===== config.mk =====
export PLATFORM = sky130hd
export DESIGN_NAME = dwrr_flow_scheduler
export DESIGN_NICKNAME = d
export VERILOG_FILES = /design/src/rtl/dwrr_flow_scheduler.sv
export SDC_FILE = /design/constraint.sdc
export NUM_CORES = 1
export LEC_CHECK = 0
export CORE_ASPECT_RATIO = 0.9
export CORE_MARGIN = 2
export CORE_UTILIZATION = 39
export CTS_CLUSTER_DIAMETER = 200
export DETAILED_ROUTE_END_ITERATION = 6
export GPL_ROUTABILITY_DRIVEN = 0
export HOLD_SLACK_MARGIN = 0.08
export PLACE_DENSITY_LB_ADDON = 0.15
export SLEW_MARGIN = 5
export SYNTH_ARGS = -nofsm -noshare
export SYNTH_HDL_FRONTEND = slang
export SYNTH_SLANG_ARGS = --single-unit

===== constraint.sdc =====
create_clock -name clk -period 5.6 [get_ports clk]
set_clock_uncertainty 0.2 [all_clocks]
set_input_delay 1.12 -clock clk [delete_from_list [all_inputs] [get_ports clk]]
set_output_delay 1.12 -clock clk [all_outputs]
set_load 0.03 [all_outputs]

===== src/rtl/dwrr_flow_scheduler.sv =====
// Deficit-weighted round-robin packet scheduler.
// Scans flows with queued packets, queries each flow's credit from dwrr_credits,
// grants one packet at a time to egress, charges one credit per granted packet and
// signals replenishment at end of packet or when a full scan finds nothing grantable.
//
// Ports:
//   clk, rstn               clock, asynchronous active-low reset
//   init_done               credit tables ready; sampled only while idle
//   flow_nonempty           bit i set = flow i has a complete packet queued
//   flow_check              flow currently queried in dwrr_credits
//   flow_credit_value       credit of flow_check, valid CREDIT_LAT cycles after it changes
//   consume_credit_valid    one-cycle pulse, one credit consumed from consume_credit_flow
//   consume_credit_flow     flow charged
//   packet_tlast            one-cycle pulse, add credits (end of packet or starvation)
//   grant_valid, grant_flow grant offered to egress, flow held stable until grant_ready
//   grant_ready             egress accepts the grant
//   pkt_done                egress moved the last beat of the granted packet
//   starve_count            saturating count of starvation replenish pulses
module dwrr_flow_scheduler #(
    parameter int unsigned FLOW_W       = 3,
    parameter int unsigned MAX_CREDIT_W = 3,
    parameter int unsigned CREDIT_LAT   = 2,
    parameter int unsigned MAX_BURST    = 4
) (
    input  logic                    clk,
    input  logic                    rstn,
    input  logic                    init_done,
    input  logic [(2**FLOW_W)-1:0]  flow_nonempty,
    output logic [FLOW_W-1:0]       flow_check,
    input  logic [MAX_CREDIT_W-1:0] flow_credit_value,
    output logic                    consume_credit_valid,
    output logic [FLOW_W-1:0]       consume_credit_flow,
    output logic                    packet_tlast,
    output logic                    grant_valid,
    output logic [FLOW_W-1:0]       grant_flow,
    input  logic                    grant_ready,
    input  logic                    pkt_done,
    output logic [7:0]              starve_count
);

    localparam int unsigned NUM_FLOWS = 2**FLOW_W;
    localparam int unsigned BURST_W   = 4;
    localparam int unsigned WAIT_W    = 3;
    localparam int unsigned SCAN_W    = FLOW_W + 1;

    typedef enum logic [2:0] {
        S_IDLE,
        S_CHECK,
        S_EVAL,
        S_GRANT,
        S_XFER
    } state_t;

    state_t              state;
    logic [FLOW_W-1:0]   rr_ptr;
    logic [BURST_W-1:0]  burst_cnt;
    logic [WAIT_W-1:0]   wait_cnt;
    logic [SCAN_W-1:0]   scan_cnt;
    logic                eligible;

    // Flow at rr_ptr may send another packet this visit
    assign eligible = flow_nonempty[rr_ptr]
                   && (flow_credit_value != '0)
                   && (burst_cnt < BURST_W'(MAX_BURST));

    // Scheduler FSM; every output is a register
    always_ff @(posedge clk or negedge rstn) begin
        if (!rstn) begin
            state                <= S_IDLE;
            rr_ptr               <= '0;
            burst_cnt            <= '0;
            wait_cnt             <= '0;
            scan_cnt             <= '0;
            flow_check           <= '0;
            consume_credit_valid <= 1'b0;
            consume_credit_flow  <= '0;
            packet_tlast         <= 1'b0;
            grant_valid          <= 1'b0;
            grant_flow           <= '0;
            starve_count         <= '0;
        end else begin
            consume_credit_valid <= 1'b0;
            packet_tlast         <= 1'b0;

            case (state)
                S_IDLE: begin
                    if (init_done && (flow_nonempty != '0)) begin
                        state      <= S_CHECK;
                        flow_check <= rr_ptr;
                        wait_cnt   <= '0;
                    end
                end

                // Give dwrr_credits CREDIT_LAT cycles to return the queried credit
                S_CHECK: begin
                    if (wait_cnt == WAIT_W'(CREDIT_LAT - 1)) begin
                        state <= S_EVAL;
                    end else begin
                        wait_cnt <= wait_cnt + WAIT_W'(1);
                    end
                end

                S_EVAL: begin
                    if (flow_nonempty == '0) begin
                        state <= S_IDLE;
                    end else if (eligible) begin
                        state       <= S_GRANT;
                        grant_valid <= 1'b1;
                        grant_flow  <= rr_ptr;
                        scan_cnt    <= '0;
                    end else begin
                        // Move on; the pointer wraps naturally at NUM_FLOWS
                        rr_ptr     <= rr_ptr + FLOW_W'(1);
                        flow_check <= rr_ptr + FLOW_W'(1);
                        burst_cnt  <= '0;
                        wait_cnt   <= '0;
                        state      <= S_CHECK;
                        // A whole lap without a grant: ask dwrr_credits to replenish
                        if (scan_cnt == SCAN_W'(NUM_FLOWS - 1)) begin
                            packet_tlast <= 1'b1;
                            scan_cnt     <= '0;
                            if (starve_count != 8'hFF) begin
                                starve_count <= starve_count + 8'd1;
                            end
                        end else begin
                            scan_cnt <= scan_cnt + SCAN_W'(1);
                        end
                    end
                end

                S_GRANT: begin
                    if (grant_ready) begin
                        grant_valid          <= 1'b0;
                        consume_credit_valid <= 1'b1;
                        consume_credit_flow  <= grant_flow;
                        burst_cnt            <= burst_cnt + BURST_W'(1);
                        if (pkt_done) begin
                            // Single-beat packet: tlast lands with the consume pulse
                            packet_tlast <= 1'b1;
                            state        <= S_CHECK;
                            flow_check   <= rr_ptr;
                            wait_cnt     <= '0;
                        end else begin
                            state <= S_XFER;
                        end
                    end
                end

                // Same flow is re-checked afterwards to spend any remaining deficit
                S_XFER: begin
                    if (pkt_done) begin
                        packet_tlast <= 1'b1;
                        state        <= S_CHECK;
                        flow_check   <= rr_ptr;
                        wait_cnt     <= '0;
                    end
                end

                default: begin
                    state <= S_IDLE;
                end
            endcase
        end
    end

endmodule


======== Word level (Yosys, flattened, before mapping) ========
Cells that the tools add are included.
word-level totals
  bits in registers ....................... 37
  bits in latches ......................... 0
  memory bits (writable) .................. 0
  memory bits (read-only) ................. 0
  input port bits ......................... 16
  word-level logic and storage cells ...... 97
  memories kept ........................... 0
operators by class
  add/sub/neg operators ................... 5
  $mul .................................... 0
  divide/modulo/power cells ............... 0
  magnitude comparators ................... 2
  equal/unequal tests ..................... 15
  shifts and indexed selects .............. 0
  mux-type cells .......................... 41
  bitwise logic cells ..................... 2
  reductions and logical operators ........ 20
operators by type and width
  kind                   number
  $mux W3                16
  $pmux W3 S5            2
  $mux W4                5
  $ne A2 B2 Y1 const B   8
  $pmux W3 S4            1
  $reduce_and A4 Y1      3
  $mux W1                11
  $reduce_and A5 Y1      2
  $add A4 B1 Y4 const B  2
  $add A8 B1 Y8 const B  1
  $logic_not A8 Y1       1
  $ne A8 B8 Y1 const B   1
  $pmux W4 S2            1
  $reduce_bool A8 Y1     1
  $add A3 B1 Y3 const B  2
  $eq A3 B1 Y1 const B   2
  $eq A3 B2 Y1 const B   2
  $reduce_and A3 Y1      2
  $reduce_and A6 Y1      1
  $reduce_bool A5 Y1     1
  $eq A4 B3 Y1 const B   1
  $lt A3 B4 Y1 const B   1
  $lt A4 B3 Y1 const B   1
  $mux W2                2
  other kinds (11)       15

======== Longest topological paths before layout ========
Gate-level depths: netlist of run 1.
  word-level depth ........................ 7
  depth in mapped cells ................... 7
  depth with buffers taken out ............ 7

======== Worst setup path after synthesis of run 1 ========
OpenSTA, ideal clock, no wires.
  path kind ............................... input to register
  start ................................... input flow_nonempty[4]
  end ..................................... register starve_count[1]
  library setup time ...................... 0.125 ns
  arrival time ............................ 2.480 ns
  slack ................................... 2.795 ns
  cell stages on the path ................. 6
  path through ............................ or4_4 o21ai_4 a31o_4 buf_6 nor2_2 mux2_4
between the ends
  cells in the longest elaborated chain, start to end .. 6
  elaborated cells between the ends (all ways) .. 8
RTL lines
  element                               line  RTL
  from (decl)                           28    input logic [(2**FLOW_W)-1:0] flow_nonempty,
  $bmux W1 S3                           62    assign eligible = flow_nonempty[rr_ptr]
  $mux W1 (implied by the code)         62
  $logic_and A1 B1 Y1                   63    && (flow_credit_value != '0)
  $logic_and A1 B1 Y1                   64    && (burst_cnt < BURST_W'(MAX_BURST));
  $not A1 Y1 (no source line)           --
  $reduce_and A5 Y1 (no source line) *  --
  to (signal assigned)                  123   starve_count <= starve_count + 8'd1;
  to (decl)                             38    output logic [7:0] starve_count
Mark *: on every way between the ends. The rest lies on a longest branch, timed or not. The select of a mux whose other input is x is not followed.
A chain may end at the register's enable or synchronous reset.

======== Worst setup path in the final report of run 1 ========
  start ................................... input flow_nonempty[5]
  end ..................................... register starve_count[1]
Same word-level chain as after synthesis.

==> key figures, run 1 <==
Run status
  • Status: completed

Worst setup path
  • Crit-path leading delay family: simple AND/OR/NAND/NOR gates
  • Worst setup EP type: register
  • CP Max Fanout: 11
  • Startpoint types: input port
  • Arrival time at the worst endpoint: 3.04 ns
  • CP Cell Sequence: clkdlybuf4s50_1, or4_4, o21ai_4, a31o_4, nor2_2, mux2_4
  • Slowest CP cell: or4_4
  • Worst EP required: 5.58 ns
  • Critical path type: in -> reg
  • Crit path largest cell delay: 0.56 ns
  • Worst Path Buf+Inv: 1

Pwr
  • Clock power share: 0.178
  • Max VDD drop: 0.224 mV
  • PwrDens: 418 nW/µm²
  • Gate power share: 0.425
  • Switching pwr: 0.411 mW
  • Pleak: 1.12 nW
  • Seq pwr share: 0.397
  • Switching Share: 0.388
  • Internal power: 0.647 mW

Cells and area
  • Share of cells above drive strength 1: 0.155
  • Nets: 248
  • Fill count: 486
  • Syn-to-layout area delta: 21.0%
  • Post-layout instance area: 2530 µm²
  • Ant diodes: 0
  • Layout Utilization: 0.485

Routing
  • # DRC: 0
  • Vias post-DR: 1576
  • 1st-iter DRT viols: 95
  • Post-route ant nets: 0
  • DR WL/cell: 15.5 µm
  • First-pass DRT Iterations: 4
  • Final WL: 4550 µm
  • Via/cell ratio: 5.38

Die
  • Core Area: 5220 µm²
  • Die X: 81.2 µm
  • Initial Util: 0.401
  • Boundary pin count: 36
  • Chip height: 73.5 µm
  • Full die area: 5970 µm²
  • Row count: 25

Place
  • # port buffers: 35
  • Dpl ws: 2.25 ns
  • DP Wirelength: 3260 µm
  • DP Area: 2450 µm²

Clock network
  • CTS tree: built
  • Clk Latency, worst-skew pair: 0.29 ns
  • Max clock buf depth: 2
  • CTS hold repair buffers: 0
  • Clock Sinks: 37
  • Clk root buf: clkbuf_8
  • CTS resizes: 0
  • H-tree Lvls: 2
  • CTS clk-pin slew, worst paths: 0.07 ns
  • Inserted Clock Buffers: 5
  • Post-CTS setup buffers: 0

STA
  • Final Hold Vio Count: 0
  • Fmax: 326 MHz
  • Setup violators final: 0
  • Slew headroom: 0.431
  • Unrepaired setup endpoints after global routing: no
  • Max-slew violations: 0
  • Min setup slack post-route: 2.53 ns
  • Hold Slack: 0.303 ns
  • Final Critical Period: 3.07 ns
  • Worst Tran Pin Value: 0.854 ns
  • Setup_tns: 0 ns
  • Final period util: 0.547

Yosys
  • Yosys top cell area share: 0.442
  • Yosys warns: 0
  • Count leader, synth: dfrtp_1
  • Syn nets: 214
  • Cell taking the most area after synthesis: dfrtp_1
  • #FFs+latches synth: 37
  • Number of synthesized flops with an enable pin: 0
  • Sequential cell area fraction in the yosys report: 0.442
  • Synth cell types: 48
  • Synth async-reset ratio: 1.00
  • Cells after Synth: 192
  • Main synth FF type: dfrtp_1
  • Syn_area_per_cell: 10.9 µm²
  • Top cells by area, synth: dfrtp_1 (44%), mux2_2 (6.5%), ha_1 (3.6%), xor2_1 (2.9%), nand2_1 (2.9%)
  • Cell area after synthesis: 2090 µm²
  • Commonest cells in the netlist: dfrtp_1 (37), nand2_1 (16), mux2_2 (12), nor2_1 (12), a21oi_1 (11)

Hold path
  • Worst hold path class: reg -> reg

Global route
  • Overflow after GRT: 0
  • First-pass GRT wire length: 7700 µm
  • Initial antenna violation count: 0
  • GRT Util Overall: 0.170
  • Vias in the first global route: 1565
  • Largest net degree at the start of global routing: 38

Flow run
  • Max-cap violations: 0
state kept, by name, indices dropped and copies added (netlist names):
name and flops:
starve_count 8, grant_valid 1, scan_cnt 4, grant_flow 3
wait_cnt 3, burst_cnt 4, packet_tlast 1, consume_credit_flow 3
flow_check 3, state 3, rr_ptr 3, consume_credit_valid 1
worst reg2reg max path, delay by kind of cell, from the launching register on:
family | cells | cell delay (ns)
AO/OA/AOI/OAI | 2 | 0.47
flip-flops | 1 | 0.51
multiplexers | 1 | 0.36
AND/OR/NAND/NOR | 2 | 0.69
metal layers:
metal | global-route usage | routed length, µm | vias up
li1 | - | - | 763
met1 | 0.230 | 2200 | 759
met2 | 0.258 | 2030 | 43
met3 | 0.0442 | 196 | 11
met4 | 0.0697 | 125 | 0
met5 | 0 | 0 | -
cell type report:
type,count,area (µm²),share of cell area
Inverter,6,22.5,0.00889
Multi-Input combinational cell,141,1070,0.422
Tap cell,67,83.8,0.0331
Timing Repair Buffer,35,345,0.136
Sequential cell,37,926,0.366
Clock buffer,7,86.3,0.0341
cells by family (layout without fill, tap and decap cells):
logic type,Yosys count,in the layout,share of synthesized area
muxes,18,18,0.0956
AOI/OAI and AO/OA,37,37,0.132
and+or+nand+nor,70,70,0.205
buffers and inverters,14,48,0.0472
xor gates and xnor gates,10,10,0.0418
DFF,37,37,0.442
adders and majority gates,6,6,0.0359
layout by cell type, fill, tap and decap left out, types with 3 or more instances in the layout:
master,count
dfrtp_1,37
clkdlybuf4s50_1,34
nand2_1,16
nor2_1,12
mux2_2,12
a21oi_1,11
nand3_1,8
o21ai_0,8
xor2_1,7
inv_1,6
ha_1,6
clkbuf_8,6
mux2i_1,5
nor3_1,5
nor2b_1,4
and3_1,4
xnor2_1,3
nor4_1,3
per-stage QoR:
| stage | cells | total power, mW |
|---|---|---|
| 2_1_floorplan | 192 | 0.754 |
| 4_1_cts | 293 | 1.07 |
| 5_1_grt | 293 | 1.14 |
| 3_5_place_dp | 286 | 0.876 |
| 3_3_place_gp | 286 | 0.871 |
| 6_report | 293 | 1.06 |
worst paths after layout:
check	from	slack (ns)	endpoint	cells past startpoint
setup / recovery	flow_nonempty[5]	2.53	starve_count[1]	6
hold / removal	grant_valid	0.30	grant_valid	2
setup reg to reg	state[1]	3.27	starve_count[6]	5
hold reg to reg	grant_valid	0.30	grant_valid	2
max in group asynchronous	rstn	3.93	flow_check[2]	1
min in group asynchronous	rstn	0.74	burst_cnt[1]	1
power groups by stage:
| stage | clock network, mW | registers, mW | logic [mW] |
|---|---|---|---|
| CTS | 0.195 | 0.420 | 0.453 |
| detailed placement | 0 | 0.424 | 0.452 |
| finish | 0.188 | 0.420 | 0.450 |
| global placement | 0 | 0.423 | 0.448 |
| global route | 0.207 | 0.434 | 0.499 |
| floorplan | 0 | 0.450 | 0.304 |
Power figures use the tool's default switching activity.
==> inputs of run 2 (changes only) <==
==> constraint.sdc (replaced) <==
create_clock -name clk -period 3.1 [get_ports clk]
set_clock_uncertainty 0.2 [all_clocks]
set_input_delay 0.62 -clock clk [delete_from_list [all_inputs] [get_ports clk]]
set_output_delay 0.62 -clock clk [all_outputs]
set_load 0.03 [all_outputs]
==> key figures, run 2 (synthesized netlist as in run 1, its figures left out) <==
Run status
  • Status: completed

Worst setup path
  • Worst Path Buf+Inv: 1
  • Startpoint types: input port
  • Slowest CP cell: or4_4
  • Crit-path leading delay family: simple AND/OR/NAND/NOR gates
  • CP Cell Sequence: clkdlybuf4s50_1, or4_4, o21ai_1, a32o_1, nor3_2, mux2_2
  • Worst setup EP type: register
  • Crit path largest cell delay: 0.57 ns
  • CP Max Fanout: 4
  • Worst EP required: 3.07 ns
  • Arrival time at the worst endpoint: 2.53 ns
  • Critical path type: in -> reg

Global route
  • Initial antenna violation count: 0
  • First-pass GRT wire length: 7200 µm
  • Overflow after GRT: 0
  • Largest net degree at the start of global routing: 38
  • GRT Util Overall: 0.161
  • Vias in the first global route: 1467

Pwr
  • Max VDD drop: 0.468 mV
  • PwrDens: 745 nW/µm²
  • Pleak: 1.14 nW

Clock network
  • CTS resizes: 0
  • Max clock buf depth: 2
  • CTS hold repair buffers: 0
  • H-tree Lvls: 2
  • Clk root buf: clkbuf_8
  • CTS clk-pin slew, worst paths: 0.07 ns
  • Clock Sinks: 37
  • CTS tree: built
  • Post-CTS setup buffers: 0
  • Inserted Clock Buffers: 5
  • Clk Latency, worst-skew pair: 0.28 ns

Place
  • # port buffers: 35
  • DP Wirelength: 3200 µm
  • Placed Cells: 289

Routing
  • Vias post-DR: 1569
  • First-pass DRT Iterations: 4
  • Final WL: 4360 µm
  • 1st-iter DRT viols: 90
  • DR WL/cell: 14.7 µm
  • # DRC: 0
  • Post-route ant nets: 0
  • Via/cell ratio: 5.30

Hold path
  • Worst hold path class: in -> async

Die
  • Full die area: 5970 µm²
  • Core Area: 5220 µm²
  • Boundary pin count: 36
  • Row count: 25
  • Die X: 81.2 µm
  • Initial Util: 0.401
  • Chip height: 73.5 µm

STA
  • Unrepaired setup endpoints after global routing: no
  • Slew headroom: 0.449
  • Setup violators final: 0
  • Setup_tns: 0 ns
  • Final Hold Vio Count: 0
  • Max-slew violations: 0
  • Final period util: 0.825
  • Final Critical Period: 2.56 ns
  • Worst Tran Pin Value: 0.827 ns
  • Fmax: 391 MHz

Cells and area
  • FF+latch area: 926 µm²
  • Highest-count cells in the layout ignoring fill and taps: dfrtp_1 (37), clkdlybuf4s50_1 (34), nand2_1 (16)
  • Max FFs per register: 8
  • Top Registers: starve_count: 8 flops, burst_cnt: 4 flops, scan_cnt: 4 flops
  • Fill count: 493
  • Layout Utilization: 0.489
  • Multi-input logic area: 1070 µm²
  • Share of cells above drive strength 1: 0.166
  • Finished Layout Cells: 296
  • Ant diodes: 0
  • Syn-to-layout area delta: 22.1%
  • Nets: 251
  • Most common cell after layout, fill and taps aside: dfrtp_1
  • Biggest register: starve_count

Flow run
  • Max-cap violations: 0
[run 2: final timing paths]
path / slack [ns] / startpoint / end / cells past startpoint
worst max register to register: 0.82 / rr_ptr[0] / wait_cnt[1] / 5
min in group clk: 0.28 / starve_count[5] / starve_count[5] / 1
worst min register to register: 0.28 / starve_count[5] / starve_count[5] / 1
worst min-delay path: 0.23 / rstn / burst_cnt[1] / 1
worst max-delay path: 0.54 / flow_nonempty[4] / flow_check[1] / 6
max in group asynchronous: 1.95 / rstn / state[0] / 1
[run 2: worst register-to-register path, stage by stage, from the launching register on]
cell	delay (ns)
dfrtp_1	0.51
nor2b_1	0.22
a2111oi_4	0.45
and4_4	0.41
nor3_2	0.09
mux2_2	0.28
[run 2: per-stage QoR]
stage / setup slack (ns) / total power, mW / area, µm² / hold WS [ns]
final: 0.542 / 1.90 / 2550 / 0.234
after global routing: 0.505 / 2.06 / 2550 / 0.300
after CTS: 0.560 / 1.93 / 2550 / 0.271
after detailed placement: 0.264 / 1.58 / 2470 / 0.278
after global placement: 0.269 / 1.58 / 2470 / 0.273
after floorplan: 0.795 / 1.36 / 2090 / 0.124
[run 2: area by class of cell]
type | count | area share
well taps | 67 | 0.0328
multi-input cells | 141 | 0.418
repair buffers | 38 | 0.144
inverters | 6 | 0.00881
clock buffers | 7 | 0.0338
flip-flops and latches | 37 | 0.362
[run 2: routing by layer]
metal / vias up / wire (µm) / global-route usage / share of wire
li1: 771 / - / - / -
met2: 43 / 1960 / 0.242 / 0.45
met1: 747 / 2100 / 0.218 / 0.48
met5: - / 0 / 0 / 0
met4: 0 / 100 / 0.0659 / 0.023
met3: 8 / 198 / 0.0442 / 0.045
[run 2: power by group]
part           leakage, nW  internal [mW]  switching, mW
clock network       0.0443          0.176          0.159
registers            0.493          0.612          0.145
logic                0.601          0.383          0.429
total                 1.14           1.17          0.733
==> inputs of run 3 (changes only) <==
==> constraint.sdc (replaced) <==
create_clock -name clk -period 2.25 [get_ports clk]
set_clock_uncertainty 0.2 [all_clocks]
set_input_delay 0.45 -clock clk [delete_from_list [all_inputs] [get_ports clk]]
set_output_delay 0.45 -clock clk [all_outputs]
set_load 0.03 [all_outputs]
==> key figures, run 3 (synthesized netlist as in run 1, its figures left out) <==
Run status
  • Status: completed

Cells and area
  • Most common cell after layout, fill and taps aside: dfrtp_1
  • Fill count: 463
  • Syn-to-layout area delta: 33.8%
  • Nets: 275
  • Biggest register: starve_count
  • Top Registers: starve_count: 8 flops, burst_cnt: 4 flops, scan_cnt: 4 flops
  • Highest-count cells in the layout ignoring fill and taps: dfrtp_1 (36), clkdlybuf4s50_1 (32), buf_4 (26)
  • Ant diodes: 0
  • Layout Utilization: 0.536
  • Share of cells above drive strength 1: 0.276
  • Max FFs per register: 8
  • Finished Layout Cells: 321

Global route
  • First-pass GRT wire length: 7470 µm
  • Overflow after GRT: 0
  • Vias in the first global route: 1563
  • GRT Util Overall: 0.169
  • Initial antenna violation count: 0
  • Largest net degree at the start of global routing: 38

Die
  • Initial Util: 0.401
  • Core Area: 5220 µm²
  • Full die area: 5970 µm²
  • Die X: 81.2 µm
  • Boundary pin count: 36
  • Row count: 25
  • Chip height: 73.5 µm

Pwr
  • Switching pwr: 1.07 mW
  • Design Power: 2.93 mW
  • Max VDD drop: 0.576 mV
  • Gate power share: 0.452
  • Seq pwr share: 0.345
  • Pleak: 1.28 nW
  • PwrDens: 1050 nW/µm²
  • Internal power: 1.86 mW
  • Clock power share: 0.203
  • Switching Share: 0.365

Clock network
  • CTS clk-pin slew, worst paths: 0.07 ns
  • Max clock buf depth: 2
  • Inserted Clock Buffers: 5
  • H-tree Lvls: 2
  • Clk root buf: clkbuf_8
  • CTS tree: built
  • Clock Sinks: 37
  • Clk Latency, worst-skew pair: 0.30 ns

Worst setup path
  • Worst setup EP type: register
  • CP Max Fanout: 5
  • Worst EP required: 2.22 ns
  • Arrival time at the worst endpoint: 2.19 ns
  • Critical path type: in -> reg
  • Reg2Reg Depth: 5
  • Startpoint types: input port

STA
  • Fmax: 449 MHz
  • Setup violators final: 0
  • Final Hold Vio Count: 0
  • Max-slew violations: 0
  • Worst Tran Pin Value: 0.465 ns
  • Slew headroom: 0.689
  • Unrepaired setup endpoints after global routing: yes
  • Final Critical Period: 2.22 ns
  • Final period util: 0.989
  • Min setup slack post-route: 0.0253 ns

Routing
  • First-pass DRT Iterations: 4
  • Final WL: 4610 µm
  • DR WL/cell: 14.4 µm
  • # DRC: 0
  • Via/cell ratio: 5.19
  • Post-route ant nets: 0
  • 1st-iter DRT viols: 50
  • Vias post-DR: 1666

Place
  • # port buffers: 35
  • Placed Cells: 310
  • Dpl ws: -0.370 ns
  • DP Wirelength: 3520 µm

Hold path
  • Worst Hold Path Cells: 1
  • Worst hold path class: reg -> reg

Flow run
  • Max-cap violations: 0
==> run 3: repair_timing <==
item | in CTS | in global routing
setup buffers | 1 | 1
hold buffers | 1 | 0
endpoints found under the setup margin | 12 | 13
resized for setup | 4 | 7
endpoints found under the hold margin | 37 | 0
pin swaps | 2 | 2
==> run 3: stage by stage <==
stage | cell area [µm²] | TNS, ns | hold WS, ns
after floorplan | 2090 | 0 | -0.0456
after global placement | 2630 | -7.61 | 0.281
after detailed placement | 2630 | -8.03 | 0.281
after CTS | 2770 | 0 | 0.295
after global routing | 2800 | -0.00208 | 0.321
final | 2800 | 0 | 0.288
==> run 3: final timing paths <==
| check | startpoint | endpoint | slack [ns] |
|---|---|---|---|
| max | flow_nonempty[0] | starve_count[3] | 0.03 |
| max in group asynchronous | rstn | rr_ptr[2] | 0.97 |
| max reg2reg | rr_ptr[2] | flow_check[2] | 0.11 |
| min in group asynchronous | rstn | wait_cnt[1] | 0.53 |
| min | starve_count[5] | starve_count[5] | 0.29 |
| min reg2reg | starve_count[5] | starve_count[5] | 0.29 |
==> run 3: routing by layer <==
metal / vias to the layer above / GRT usage / share of wire
met5: - / 0 / 0
met4: 0 / 0.0640 / 0.021
met1: 800 / 0.224 / 0.48
met3: 11 / 0.0541 / 0.044
met2: 34 / 0.258 / 0.45
li1: 821 / - / -
==> run 3: final cells by class <==
class                      count  area, µm²  area share
multi-input combinational    141       1100       0.394
sequential                    37        927       0.331
timing repair buffer          62        548       0.196
clock buffer                   7       86.3      0.0308
tap                           67       83.8      0.0299
clock inverter                 1       30.0      0.0107
inverter                       6       22.5     0.00804
==> run 3: power by group through the flow <==
stage / Sequential, mW / Clock [mW] / Combinational [mW]
6_report: 1.01 / 0.596 / 1.33
5_1_grt: 1.04 / 0.639 / 1.46
4_1_cts: 1.01 / 0.608 / 1.31
3_5_place_dp: 1.02 / 0 / 1.29
3_3_place_gp: 1.02 / 0 / 1.29
2_1_floorplan: 1.12 / 0 / 0.757
==> run 3: worst max-delay path, cell delays in order <==
cell and delay (ns):
clkdlybuf4s50_1 0.44, or4_4 0.59, o21ai_4 0.18, a31o_4 0.15, buf_4 0.16, nor3_1 0.07
xor2_1 0.15
